## src/rtl/bus_uart_pkg.sv

```systemverilog
// bus_uart_pkg
// Shared definitions for the memory-mapped UART transmitter:
//   - register offsets inside the 4-byte bus window
//   - STATUS register bit positions
//   - transmitter FSM state encoding
// Optional feature macro: UART_TX_PARITY_EN (adds an even-parity bit to every frame).
package bus_uart_pkg;

  localparam logic [1:0] REG_DATA   = 2'd0;
  localparam logic [1:0] REG_STATUS = 2'd1;
  localparam logic [1:0] REG_DIV_LO = 2'd2;
  localparam logic [1:0] REG_DIV_HI = 2'd3;

  localparam int STAT_IDLE_BIT   = 0;
  localparam int STAT_FULL_BIT   = 1;
  localparam int STAT_BUSY_BIT   = 2;
  localparam int STAT_OVF_BIT    = 3;
  localparam int STAT_PARITY_BIT = 4;

  typedef enum logic [2:0] {
    IDLE   = 3'd0,
    START  = 3'd1,
    DATA   = 3'd2,
    PARITY = 3'd3,
    STOP   = 3'd4
  } tx_state_t;

endpackage

```

## src/rtl/bus_uart_tx_sync_fifo.sv

```systemverilog
// sync_fifo
// Single-clock FIFO with synchronous active-high reset.
// Pointers carry one extra wrap bit, so full/empty are told apart by the MSBs.
// Ports:
//   i_clk, i_reset : clock and synchronous reset (reset empties the FIFO)
//   push, wdata    : write request and data (ignored while full)
//   pop            : read request, advances the read pointer (ignored while empty)
//   rdata          : head-of-queue data, valid whenever empty is low
//   full, empty    : occupancy flags
module sync_fifo #(
  parameter int WIDTH = 8,
  parameter int DEPTH = 8
) (
  input  logic             i_clk,
  input  logic             i_reset,
  input  logic             push,
  input  logic             pop,
  input  logic [WIDTH-1:0] wdata,
  output logic [WIDTH-1:0] rdata,
  output logic             full,
  output logic             empty
);

  localparam int AW = $clog2(DEPTH);

  logic [WIDTH-1:0] mem_q [DEPTH];
  logic [AW:0]      wrPtr_q;
  logic [AW:0]      rdPtr_q;

  assign empty = (wrPtr_q == rdPtr_q);
  assign full  = (wrPtr_q[AW] != rdPtr_q[AW]) && (wrPtr_q[AW-1:0] == rdPtr_q[AW-1:0]);
  assign rdata = mem_q[rdPtr_q[AW-1:0]];

  always_ff @(posedge i_clk) begin
    if (push && !full) begin
      mem_q[wrPtr_q[AW-1:0]] <= wdata;
    end
  end

  always_ff @(posedge i_clk) begin
    if (i_reset) begin
      wrPtr_q <= '0;
      rdPtr_q <= '0;
    end else begin
      if (push && !full) begin
        wrPtr_q <= wrPtr_q + (AW+1)'(1);
      end
      if (pop && !empty) begin
        rdPtr_q <= rdPtr_q + (AW+1)'(1);
      end
    end
  end

endmodule

```

## src/rtl/bus_uart_tx.sv

```systemverilog
// bus_uart_tx
// UART transmitter sitting on the 6502-style external bus as a target.
// The CPU fills a TX FIFO through a 4-byte window; a baud-divider FSM
// sends the bytes as 8N1 frames (or 8E1 when UART_TX_PARITY_EN is defined).
// Ports:
//   i_clk, i_reset : system clock, synchronous active-high reset
//   i_phi2         : bus phase 2 (synchronous to i_clk)
//   i_addr, i_data : bus address and write data
//   i_rw, i_en     : 1 = read / 0 = write, bus enable
//   o_data, o_sel  : registered read data and window-hit flag for the read mux
//   o_txd          : serial output, idles high
// Optional feature macro: UART_TX_PARITY_EN.
module bus_uart_tx
  import bus_uart_pkg::*;
#(
  parameter logic [15:0] BASE_ADDR   = 16'hD000,
  parameter int          FIFO_DEPTH  = 8,
  parameter logic [15:0] DEFAULT_DIV = 16'd0
) (
  input  logic        i_clk,
  input  logic        i_reset,
  input  logic        i_phi2,
  input  logic [15:0] i_addr,
  input  logic [7:0]  i_data,
  input  logic        i_rw,
  input  logic        i_en,
  output logic [7:0]  o_data,
  output logic        o_sel,
  output logic        o_txd
);

  logic       hit;
  logic       phi2_q;
  logic [1:0] capOff_q;
  logic [7:0] capData_q;
  logic       capRw_q;
  logic       capHit_q;
  logic       commit;
  logic       wrData;
  logic       wrStatus;

  logic [15:0] div_q;
  logic        overflow_q;
  logic [7:0]  lastData_q;
  logic [7:0]  rdData_q;
  logic        sel_q;
  logic [7:0]  status;
  logic [7:0]  readMux;

  logic       fifoPush;
  logic       fifoPop;
  logic       fifoFull;
  logic       fifoEmpty;
  logic [7:0] fifoRdata;

  tx_state_t   state_q, state_d;
  logic [15:0] timer_q, timer_d;
  logic [15:0] divLatch_q, divLatch_d;
  logic [7:0]  shift_q, shift_d;
  logic [2:0]  bitCnt_q, bitCnt_d;
  logic        txd_q, txd_d;
  logic        bitDone;
  logic        startFrame;
`ifdef UART_TX_PARITY_EN
  logic        parity_q, parity_d;
`endif

  assign hit = i_en & (i_addr[15:2] == BASE_ADDR[15:2]);

  // A write commits once, on the falling edge of phi2, using whatever was
  // captured during the last clock that phi2 was high.
  assign commit   = phi2_q & ~i_phi2 & ~capRw_q & capHit_q;
  assign wrData   = commit && (capOff_q == REG_DATA);
  assign wrStatus = commit && (capOff_q == REG_STATUS);

  // full is the pre-pop value, so a push colliding with a pop of a full FIFO drops.
  assign fifoPush = wrData & ~fifoFull;

  sync_fifo #(
    .WIDTH(8),
    .DEPTH(FIFO_DEPTH)
  ) u_fifo (
    .i_clk  (i_clk),
    .i_reset(i_reset),
    .push   (fifoPush),
    .pop    (fifoPop),
    .wdata  (capData_q),
    .rdata  (fifoRdata),
    .full   (fifoFull),
    .empty  (fifoEmpty)
  );

  always_ff @(posedge i_clk) begin
    if (i_reset) begin
      phi2_q     <= 1'b0;
      capOff_q   <= 2'd0;
      capData_q  <= 8'd0;
      capRw_q    <= 1'b1;
      capHit_q   <= 1'b0;
      div_q      <= DEFAULT_DIV;
      overflow_q <= 1'b0;
      lastData_q <= 8'd0;
    end else begin
      phi2_q <= i_phi2;
      if (i_phi2) begin
        capOff_q  <= i_addr[1:0];
        capData_q <= i_data;
        capRw_q   <= i_rw;
        capHit_q  <= hit;
      end
      if (wrData) begin
        lastData_q <= capData_q;
        if (fifoFull) begin
          overflow_q <= 1'b1;
        end
      end
      if (wrStatus && capData_q[STAT_OVF_BIT]) begin
        overflow_q <= 1'b0;
      end
      if (commit && (capOff_q == REG_DIV_LO)) begin
        div_q[7:0] <= capData_q;
      end
      if (commit && (capOff_q == REG_DIV_HI)) begin
        div_q[15:8] <= capData_q;
      end
    end
  end

  always_comb begin
    status                  = 8'h00;
    status[STAT_IDLE_BIT]   = fifoEmpty & (state_q == IDLE);
    status[STAT_FULL_BIT]   = fifoFull;
    status[STAT_BUSY_BIT]   = (state_q != IDLE);
    status[STAT_OVF_BIT]    = overflow_q;
`ifdef UART_TX_PARITY_EN
    status[STAT_PARITY_BIT] = 1'b1;
`endif
  end

  always_comb begin
    readMux = 8'h00;
    if (hit) begin
      case (i_addr[1:0])
        REG_DATA:   readMux = lastData_q;
        REG_STATUS: readMux = status;
        REG_DIV_LO: readMux = div_q[7:0];
        default:    readMux = div_q[15:8];
      endcase
    end
  end

  always_ff @(posedge i_clk) begin
    if (i_reset) begin
      rdData_q <= 8'h00;
      sel_q    <= 1'b0;
    end else begin
      rdData_q <= readMux;
      sel_q    <= hit & i_rw;
    end
  end

  assign o_data = rdData_q;
  assign o_sel  = sel_q;

  // Each bit lasts until the down-counting timer reaches zero, i.e. DIV+1 clocks.
  assign bitDone = (timer_q == 16'd0);

  // A new frame starts from IDLE, or straight out of STOP when more data waits.
  assign startFrame = !fifoEmpty &&
                      ((state_q == IDLE) || ((state_q == STOP) && bitDone));

  always_comb begin
    state_d    = state_q;
    timer_d    = timer_q;
    divLatch_d = divLatch_q;
    shift_d    = shift_q;
    bitCnt_d   = bitCnt_q;
    fifoPop    = 1'b0;
`ifdef UART_TX_PARITY_EN
    parity_d   = parity_q;
`endif

    case (state_q)
      IDLE: begin
        timer_d = timer_q;
      end
      START: begin
        if (bitDone) begin
          timer_d = divLatch_q;
          state_d = DATA;
        end else begin
          timer_d = timer_q - 16'd1;
        end
      end
      DATA: begin
        if (bitDone) begin
          timer_d  = divLatch_q;
          shift_d  = {1'b0, shift_q[7:1]};
          bitCnt_d = bitCnt_q + 3'd1;
          if (bitCnt_q == 3'd7) begin
`ifdef UART_TX_PARITY_EN
            state_d = PARITY;
`else
            state_d = STOP;
`endif
          end
        end else begin
          timer_d = timer_q - 16'd1;
        end
      end
      PARITY: begin
        if (bitDone) begin
          timer_d = divLatch_q;
          state_d = STOP;
        end else begin
          timer_d = timer_q - 16'd1;
        end
      end
      STOP: begin
        if (bitDone) begin
          state_d = IDLE;
        end else begin
          timer_d = timer_q - 16'd1;
        end
      end
      default: begin
        state_d = IDLE;
      end
    endcase

    // The divisor is sampled only here, so mid-frame DIV writes wait for the next frame.
    if (startFrame) begin
      fifoPop    = 1'b1;
      shift_d    = fifoRdata;
      divLatch_d = div_q;
      timer_d    = div_q;
      bitCnt_d   = 3'd0;
      state_d    = START;
`ifdef UART_TX_PARITY_EN
      parity_d   = ^fifoRdata;
`endif
    end

    // The line level is registered alongside the state it belongs to.
    case (state_d)
      START:   txd_d = 1'b0;
      DATA:    txd_d = shift_d[0];
`ifdef UART_TX_PARITY_EN
      PARITY:  txd_d = parity_d;
`endif
      default: txd_d = 1'b1;
    endcase
  end

  always_ff @(posedge i_clk) begin
    if (i_reset) begin
      state_q    <= IDLE;
      timer_q    <= 16'd0;
      divLatch_q <= 16'd0;
      shift_q    <= 8'd0;
      bitCnt_q   <= 3'd0;
      txd_q      <= 1'b1;
`ifdef UART_TX_PARITY_EN
      parity_q   <= 1'b0;
`endif
    end else begin
      state_q    <= state_d;
      timer_q    <= timer_d;
      divLatch_q <= divLatch_d;
      shift_q    <= shift_d;
      bitCnt_q   <= bitCnt_d;
      txd_q      <= txd_d;
`ifdef UART_TX_PARITY_EN
      parity_q   <= parity_d;
`endif
    end
  end

  assign o_txd = txd_q;

endmodule

```

## config.mk

```make
export PLATFORM = sky130hd
export DESIGN_NAME = bus_uart_tx
export DESIGN_NICKNAME = d
export VERILOG_FILES = /design/src/rtl/bus_uart_pkg.sv /design/src/rtl/bus_uart_tx_sync_fifo.sv /design/src/rtl/bus_uart_tx.sv
export SDC_FILE = /design/constraint.sdc
export NUM_CORES = 1
export LEC_CHECK = 0
export CORE_ASPECT_RATIO = 0.9
export CORE_MARGIN = 10
export CORE_UTILIZATION = 40
export CTS_BUF_LIST = sky130_fd_sc_hd__clkbuf_4 sky130_fd_sc_hd__clkbuf_8 sky130_fd_sc_hd__clkbuf_16
export DETAILED_ROUTE_END_ITERATION = 12
export HOLD_SLACK_MARGIN = 0.08
export PLACE_DENSITY = 0.53
export SLEW_MARGIN = 10
export SYNTH_ARGS = -nofsm -noshare
export SYNTH_HDL_FRONTEND = slang
export SYNTH_SLANG_ARGS = --single-unit
```

## constraint.sdc

```tcl
create_clock -name i_clk -period 5.9 [get_ports i_clk]
set_clock_uncertainty 0.15 [all_clocks]
set_input_delay 1.18 -clock i_clk [delete_from_list [all_inputs] [get_ports i_clk]]
set_output_delay 1.18 -clock i_clk [all_outputs]
set_load 0.01 [all_outputs]
```

==> metrics <==
CP Cell Sequence=clkdlybuf4s50_1, nand4bb_1, or3_1, or2_2, nor3_1; register area=0.004024 mm²; Reg2Reg Depth=8; Setup Crit Path Kind=in -> reg; MaxCap Viol Count=0; RSZ-0062 raised after global routing=false; met2 routed WL=7527 µm; synthesized area=0.007203 mm²; reg2reg start=timer_q[1]; initial antenna violation count=0; Syn Nets=655; Critical Path RT=5.80 ns; Worst path max stage delay=0.86 ns; combinational power share=38.8%; die area=0.02378 mm²; post-synthesis async set-or-reset flop share=0%; Crit-path slowest cell=nor3_1; final hold violation count=0; Die X=161.5 µm; Chip Height=147.3 µm; post-route ant nets=0; Hold Crit Depth=2; crit path buf inv count=1; Peak VDD IR=0.0003631 V; TritonCTS clock tree=done; Fin Setup TNS=0 ns; fillers=1621; Min-Delay Endpoint=divLatch_q[1]; Ys Warns=0; first-pass GRT wire length=27330 µm; CTS Buf Count=17; I/O Buffers=38; status=finished, final reports clean; root buffer cell=clkbuf_16; multi-input logic area=0.002973 mm²; Area Overhead vs Synth=15.60%; setup bufs post-CTS=0; pwr dens=484.5 mW/mm²; Detailed Place HPWL=11520 µm; Post-Route WL=16920 µm; Hold Startpoint=divLatch_q[1]; Seq/Total Area, Yosys=55.86%; per-cell routed wire length=18.84 µm; Cells after Synth=621; clk_lat worst skew=0.43 ns; vias in the first global route=4781; core area=0.01767 mm²; Post-CTS Hold Fix Bufs=0; min-delay worst type=reg -> reg; CP Capture Type=register; final setup fails=0; sequential power share=34.4%; Slew Viols, Final=0; commonest non-fill, non-tap cell in the layout=dfxtp_1; fin crit share=73.99%; nets=679; routed wl met3=812 µm; crit path launch=i_phi2; WL met1=8476 µm; Via density=5.304; Total GRT Usage=14.69%; post-CTS resize count=0; CTS sink count=169; largest net degree at the start of global routing=59; clk slew on worst S/H paths=0.07 ns; clock power share=26.8%; overall via count from detail_route=4763; EDFF count, synth=64; count of cell types in the netlist=59; synthesized flop and latch total=169; io pins=39; minimum clock period=4.365 ns; Sw Pwr=0.001500 W; WHS=0.3048 ns; initial core utilization=40.77%; most frequent cells in the layout=dfxtp_1, nor2_1, edfxtp_1; DRC viols=0; Lkg Pwr=2.931 nW; Main synth FF type=dfxtp_1; Rel. slew slack=25.02%; Sw Share=37.17%; CP delay by family, top=simple AND/OR/NAND/NOR gates; syn avg cell area=11.60 µm²; Clock Tree Buf Depth=2; share of cells above drive strength 1=13.07%; Internal=0.002535 W; maximum fanout along the worst path=15; drt initial violations=299; Slew @ Worst Pin=1.125 ns; worst path arrival time=4.26 ns; uppermost layer routed=met4; FMAX=229.1 MHz; R2R setup slack=2.71 ns; CP startpoint kind=input pin; Rows=46; Placer Congestion=0.8249; Congestion Overflow GR=0; reg2reg end=timer_q[9]; Pre-antenna DRT Iters=4; n_diodes=0; H-tree levels=4
-- power groups by stage --
stage | clock, W | combinational (W) | sequential, W
after floorplan | 0 | 0.00136 | 0.00137
after global routing | 0.00116 | 0.00174 | 0.00140
after CTS | 0.00110 | 0.00158 | 0.00139
final | 0.00108 | 0.00157 | 0.00139
after detailed placement | 0 | 0.00157 | 0.00141
after global placement | 0 | 0.00155 | 0.00141
-- area by class of cell --
type	count	area share [%]
multi-input combinational	405	35.70
timing repair buffer	44	5.049
clock inverter	11	1.202
tap	240	3.606
inverter	8	0.3606
sequential	169	48.32
clock buffer	21	5.755
-- worst register-to-register path, stage by stage, from the launching register on --
cell and delay, ns:
dfxtp_1 0.35, inv_1 0.08, ha_1 0.17, nor3b_2 0.69, a41oi_4 0.33, nor2_2 0.52
buf_4 0.36, nand2_1 0.17, a311oi_1 0.30
-- metrics by stage --
stage | power [W] | instances | instance area [µm²] | setup slack, ns | utilization [%]
detailed placement | 0.002985 | 866 | 7747 | 1.105 | 43.85
global placement | 0.002964 | 866 | 7747 | 1.240 | 43.85
global route | 0.004309 | 898 | 8327 | 1.339 | 47.13
finish | 0.004035 | 898 | 8327 | 1.535 | 47.13
CTS | 0.004074 | 898 | 8327 | 1.557 | 47.13
floorplan | 0.002735 | 621 | 7203 | 2.299 | -
-- cell usage after synthesis, types with 4 or more instances --
cell type | instances | share of area, %
dfxtp_1 | 105 | 29
nor2_1 | 82 | 4.3
edfxtp_1 | 64 | 27
nand2_1 | 50 | 2.6
mux2i_1 | 38 | 5.3
a21oi_1 | 31 | 2.2
clkbuf_1 | 25 | 1.3
nor3_1 | 20 | 1.4
mux4_2 | 18 | 5.6
a311oi_1 | 16 | 1.9
xnor2_1 | 16 | 1.9
o211ai_1 | 12 | 1.3
nand3_1 | 11 | 0.76
mux2_2 | 9 | 1.4
nor4_1 | 9 | 0.78
xor2_1 | 9 | 1.1
a22oi_1 | 8 | 0.83
inv_1 | 8 | 0.42
nor2b_1 | 7 | 0.61
o21ai_0 | 7 | 0.49
a211o_1 | 6 | 0.73
buf_2 | 6 | 0.42
ha_1 | 5 | 0.87
nand4_1 | 5 | 0.43
a211oi_1 | 4 | 0.42
-- kinds of logic (layout without fill, tap and decap cells) --
logic type	after synthesis	after routing	synth area share (%)
flip-flops	169	169	55.86
multiplexers	65	65	12.32
adder cells (fa/ha/maj)	5	5	0.8685
AND/OR/NAND/NOR	211	211	14.26
AO/OA/AOI/OAI	99	99	10.61
XOR/XNOR	25	25	3.040
buffers and inverters	47	84	3.040
-- worst max path at each step --
stage	endpoint	cells past startpoint
global placement	u_fifo.mem_q[2][7]	5
detailed placement	u_fifo.mem_q[2][6]	5
floorplan	u_fifo.mem_q[4][0]	7
global route	u_fifo.mem_q[2][7]	5
finish	u_fifo.mem_q[2][7]	5
CTS	u_fifo.mem_q[2][7]	5
-- flip-flops by register name, summed over array words and instances, names as in the netlist, 2 cells and up, named ones only --
register        cells
u_fifo.wrPtr_q      4
u_fifo.rdPtr_q      4
bitCnt_q            3
div_q              16
capOff_q            2
divLatch_q         16
u_fifo.mem_q       64
shift_q             8
timer_q            16
o_data              8
capData_q           8
lastData_q          8
state_q             3
-- routing by layer --
layer  global-route usage [%]  vias up
li1                         -     2343
met1                    20.69     2330
met2                    21.59       86
met3                    4.274        4
met4                    3.682        0
met5                        0        -
No activity file was read; power rests on OpenSTA's default activity.
==> patch (config.mk and constraints unchanged) <==
`FIFO_DEPTH`: 8 -> 4.
--- a/src/rtl/bus_uart_tx.sv
+++ b/src/rtl/bus_uart_tx.sv
@@ -16,3 +16,3 @@
   parameter logic [15:0] BASE_ADDR   = 16'hD000,
-  parameter int          FIFO_DEPTH  = 8,
+  parameter int          FIFO_DEPTH  = 4,
   parameter logic [15:0] DEFAULT_DIV = 16'd0
Check against the original RTL: no difference found for any inputs over 4 cycles, from zero or initial values and one cycle with i_reset high; that may be too few to reach the edited logic, so the function may still have changed.
==> patch against the original RTL <==
Cell area down 19%; highest routed layer unchanged; sequential cell count down 35; critical endpoint is now u_fifo.wrPtr_q[2]; sequential share of layout area down 3.9 points; largest power group is now clock; routed wire length down 25%; total power down 21%; area after synthesis down 21%; setup slack better by 520 ps; largest cell class unchanged.
==> patch: results (changes against the original RTL) <==
[run_status]
status=finished clean

[critical_path]
worstPathMaxFanout=14  ; -1
r2r_setup_slack_ps=2860  ; +150 ps
arrival_ps=3980  ; -280 ps

[logic_synthesis]
postSynthNetCount=569  ; -13%
async_flop_share_pct=0  ; unchanged
ys.warnings.count=0  ; unchanged
synth.distinct_cells=47  ; -20%
synth_edf_count=32  ; -50%
synth_common_cells=dfxtp_1 (102), nor2_1 (91), nand2_1 (50), mux2i_1 (46), edfxtp_1 (32)
ys_top_cells_by_area=dfxtp_1 (36%), edfxtp_1 (17%), mux2i_1 (8.1%), nor2_1 (6.0%), mux4_2 (4.0%)
yosysSeqAreaShare_pct=53.1  ; -2.8 points

[placement]
gp_congestion=0.789  ; -4.3%
dpl.hpwl_um=8700  ; -24%
port_buffers=38  ; unchanged

[clocking]
clkLatencyLatePin_ps=410  ; -20 ps
post_cts_buffers=0  ; unchanged
clk_path_buf_depth=2  ; unchanged
root_buffer=clkbuf_16
cts_made_buffers=17  ; unchanged
clk_pin_slew_ps=60
htreeDepth=4  ; unchanged
cts_resized=0  ; unchanged

[grt]
grt_max_degree=60  ; +1.7%
met2_usage_pct=19.0  ; -2.6 points
gr-total-overflow=0  ; unchanged
grt_pass1_wl_um=21200  ; -22%
grtUsageMet1_pct=19.1  ; -1.6 points
grt_pass1_vias=3900  ; -18%
antenna_found_initial=0  ; unchanged
use_met3_pct=5.11  ; +0.84 points
gr-usage-all-layers_pct=13.7  ; -0.96 points

[drt]
vias_per_cell=5.11  ; -3.7%
drt_wl_total_um=12700  ; -25%
dr.pass1.iters=4  ; unchanged
drt_iter0_drc=302  ; +1.0%

[power_and_ir_drop]
vdd_ir_drop_max_mv=0.355  ; -2.3%
p_leak_nw=2.47  ; -16%

[hold_path]
hp-class=flop to flop

[cells_and_area]
largest_register_ff_count=32  ; -50%
layout-drive-gt1-share_pct=11.3  ; -1.7 points
fillers=1296  ; -20%
nets=598  ; -12%

[sta]
whs_ps=302  ; -2.48 ps
max_slew_margin_pct=27.8  ; +2.8 points

patch: worst paths after layout:
path	to	cells past startpoint	start
setup / recovery	u_fifo.wrPtr_q[2]	8	i_phi2
hold / removal	divLatch_q[14]	2	divLatch_q[14]
setup reg to reg	o_txd	6	timer_q[2]
hold reg to reg	divLatch_q[14]	2	divLatch_q[14]
patch: cell type report:
class | instances | area share [%]
repair buffers | 41 | 5.88
multi-input cells | 360 | 36.8
clock inverters | 11 | 1.81
clock buffers | 21 | 7.18
well taps | 193 | 3.57
inverters | 7 | 0.389
flip-flops and latches | 134 | 44.4
patch: per-stage QoR:
| stage | area, sq um | setup WS [ps] | instances | power (W) | util (%) |
|---|---|---|---|---|---|
| 2_1_floorplan | 5660 | 2890 | 532 | 0.00197 | - |
| 3_3_place_gp | 6150 | 1720 | 735 | 0.00213 | 44.1 |
| 3_5_place_dp | 6150 | 1640 | 735 | 0.00215 | 44.1 |
| 4_1_cts | 6760 | 2080 | 767 | 0.00323 | 48.5 |
| 5_1_grt | 6760 | 1840 | 767 | 0.00341 | 48.5 |
| 6_report | 6760 | 2050 | 767 | 0.00319 | 48.5 |
patch: logic make-up after synthesis:
group,after synthesis,share of synthesized area [%]
AOI/OAI and AO/OA,78,9.84
xor gates and xnor gates,20,3.10
adders and majority gates,8,1.77
buffers and inverters,38,3.18
DFF,134,53.1
muxes,60,12.9
and+or+nand+nor,194,16.1
patch: worst max-delay path: stages:
cell	delay [ps]
clkdlybuf4s50_1	780
and4bb_2	500
nor3b_1	190
buf_4	230
nor2b_1	420
and2_1	450
xnor2_1	170
nor2_1	50
patch: where the power goes:
group          switching (W)  internal, W
combinational       0.000620     0.000439
clock               0.000393     0.000673
sequential         0.0000713     0.000991
total                0.00108      0.00210
patch: metal layers:
metal,up-vias,share of wire [%]
met3,11,6.7
met5,-,0
met2,96,42
met4,0,1.1
li1,1972,-
met1,1839,50
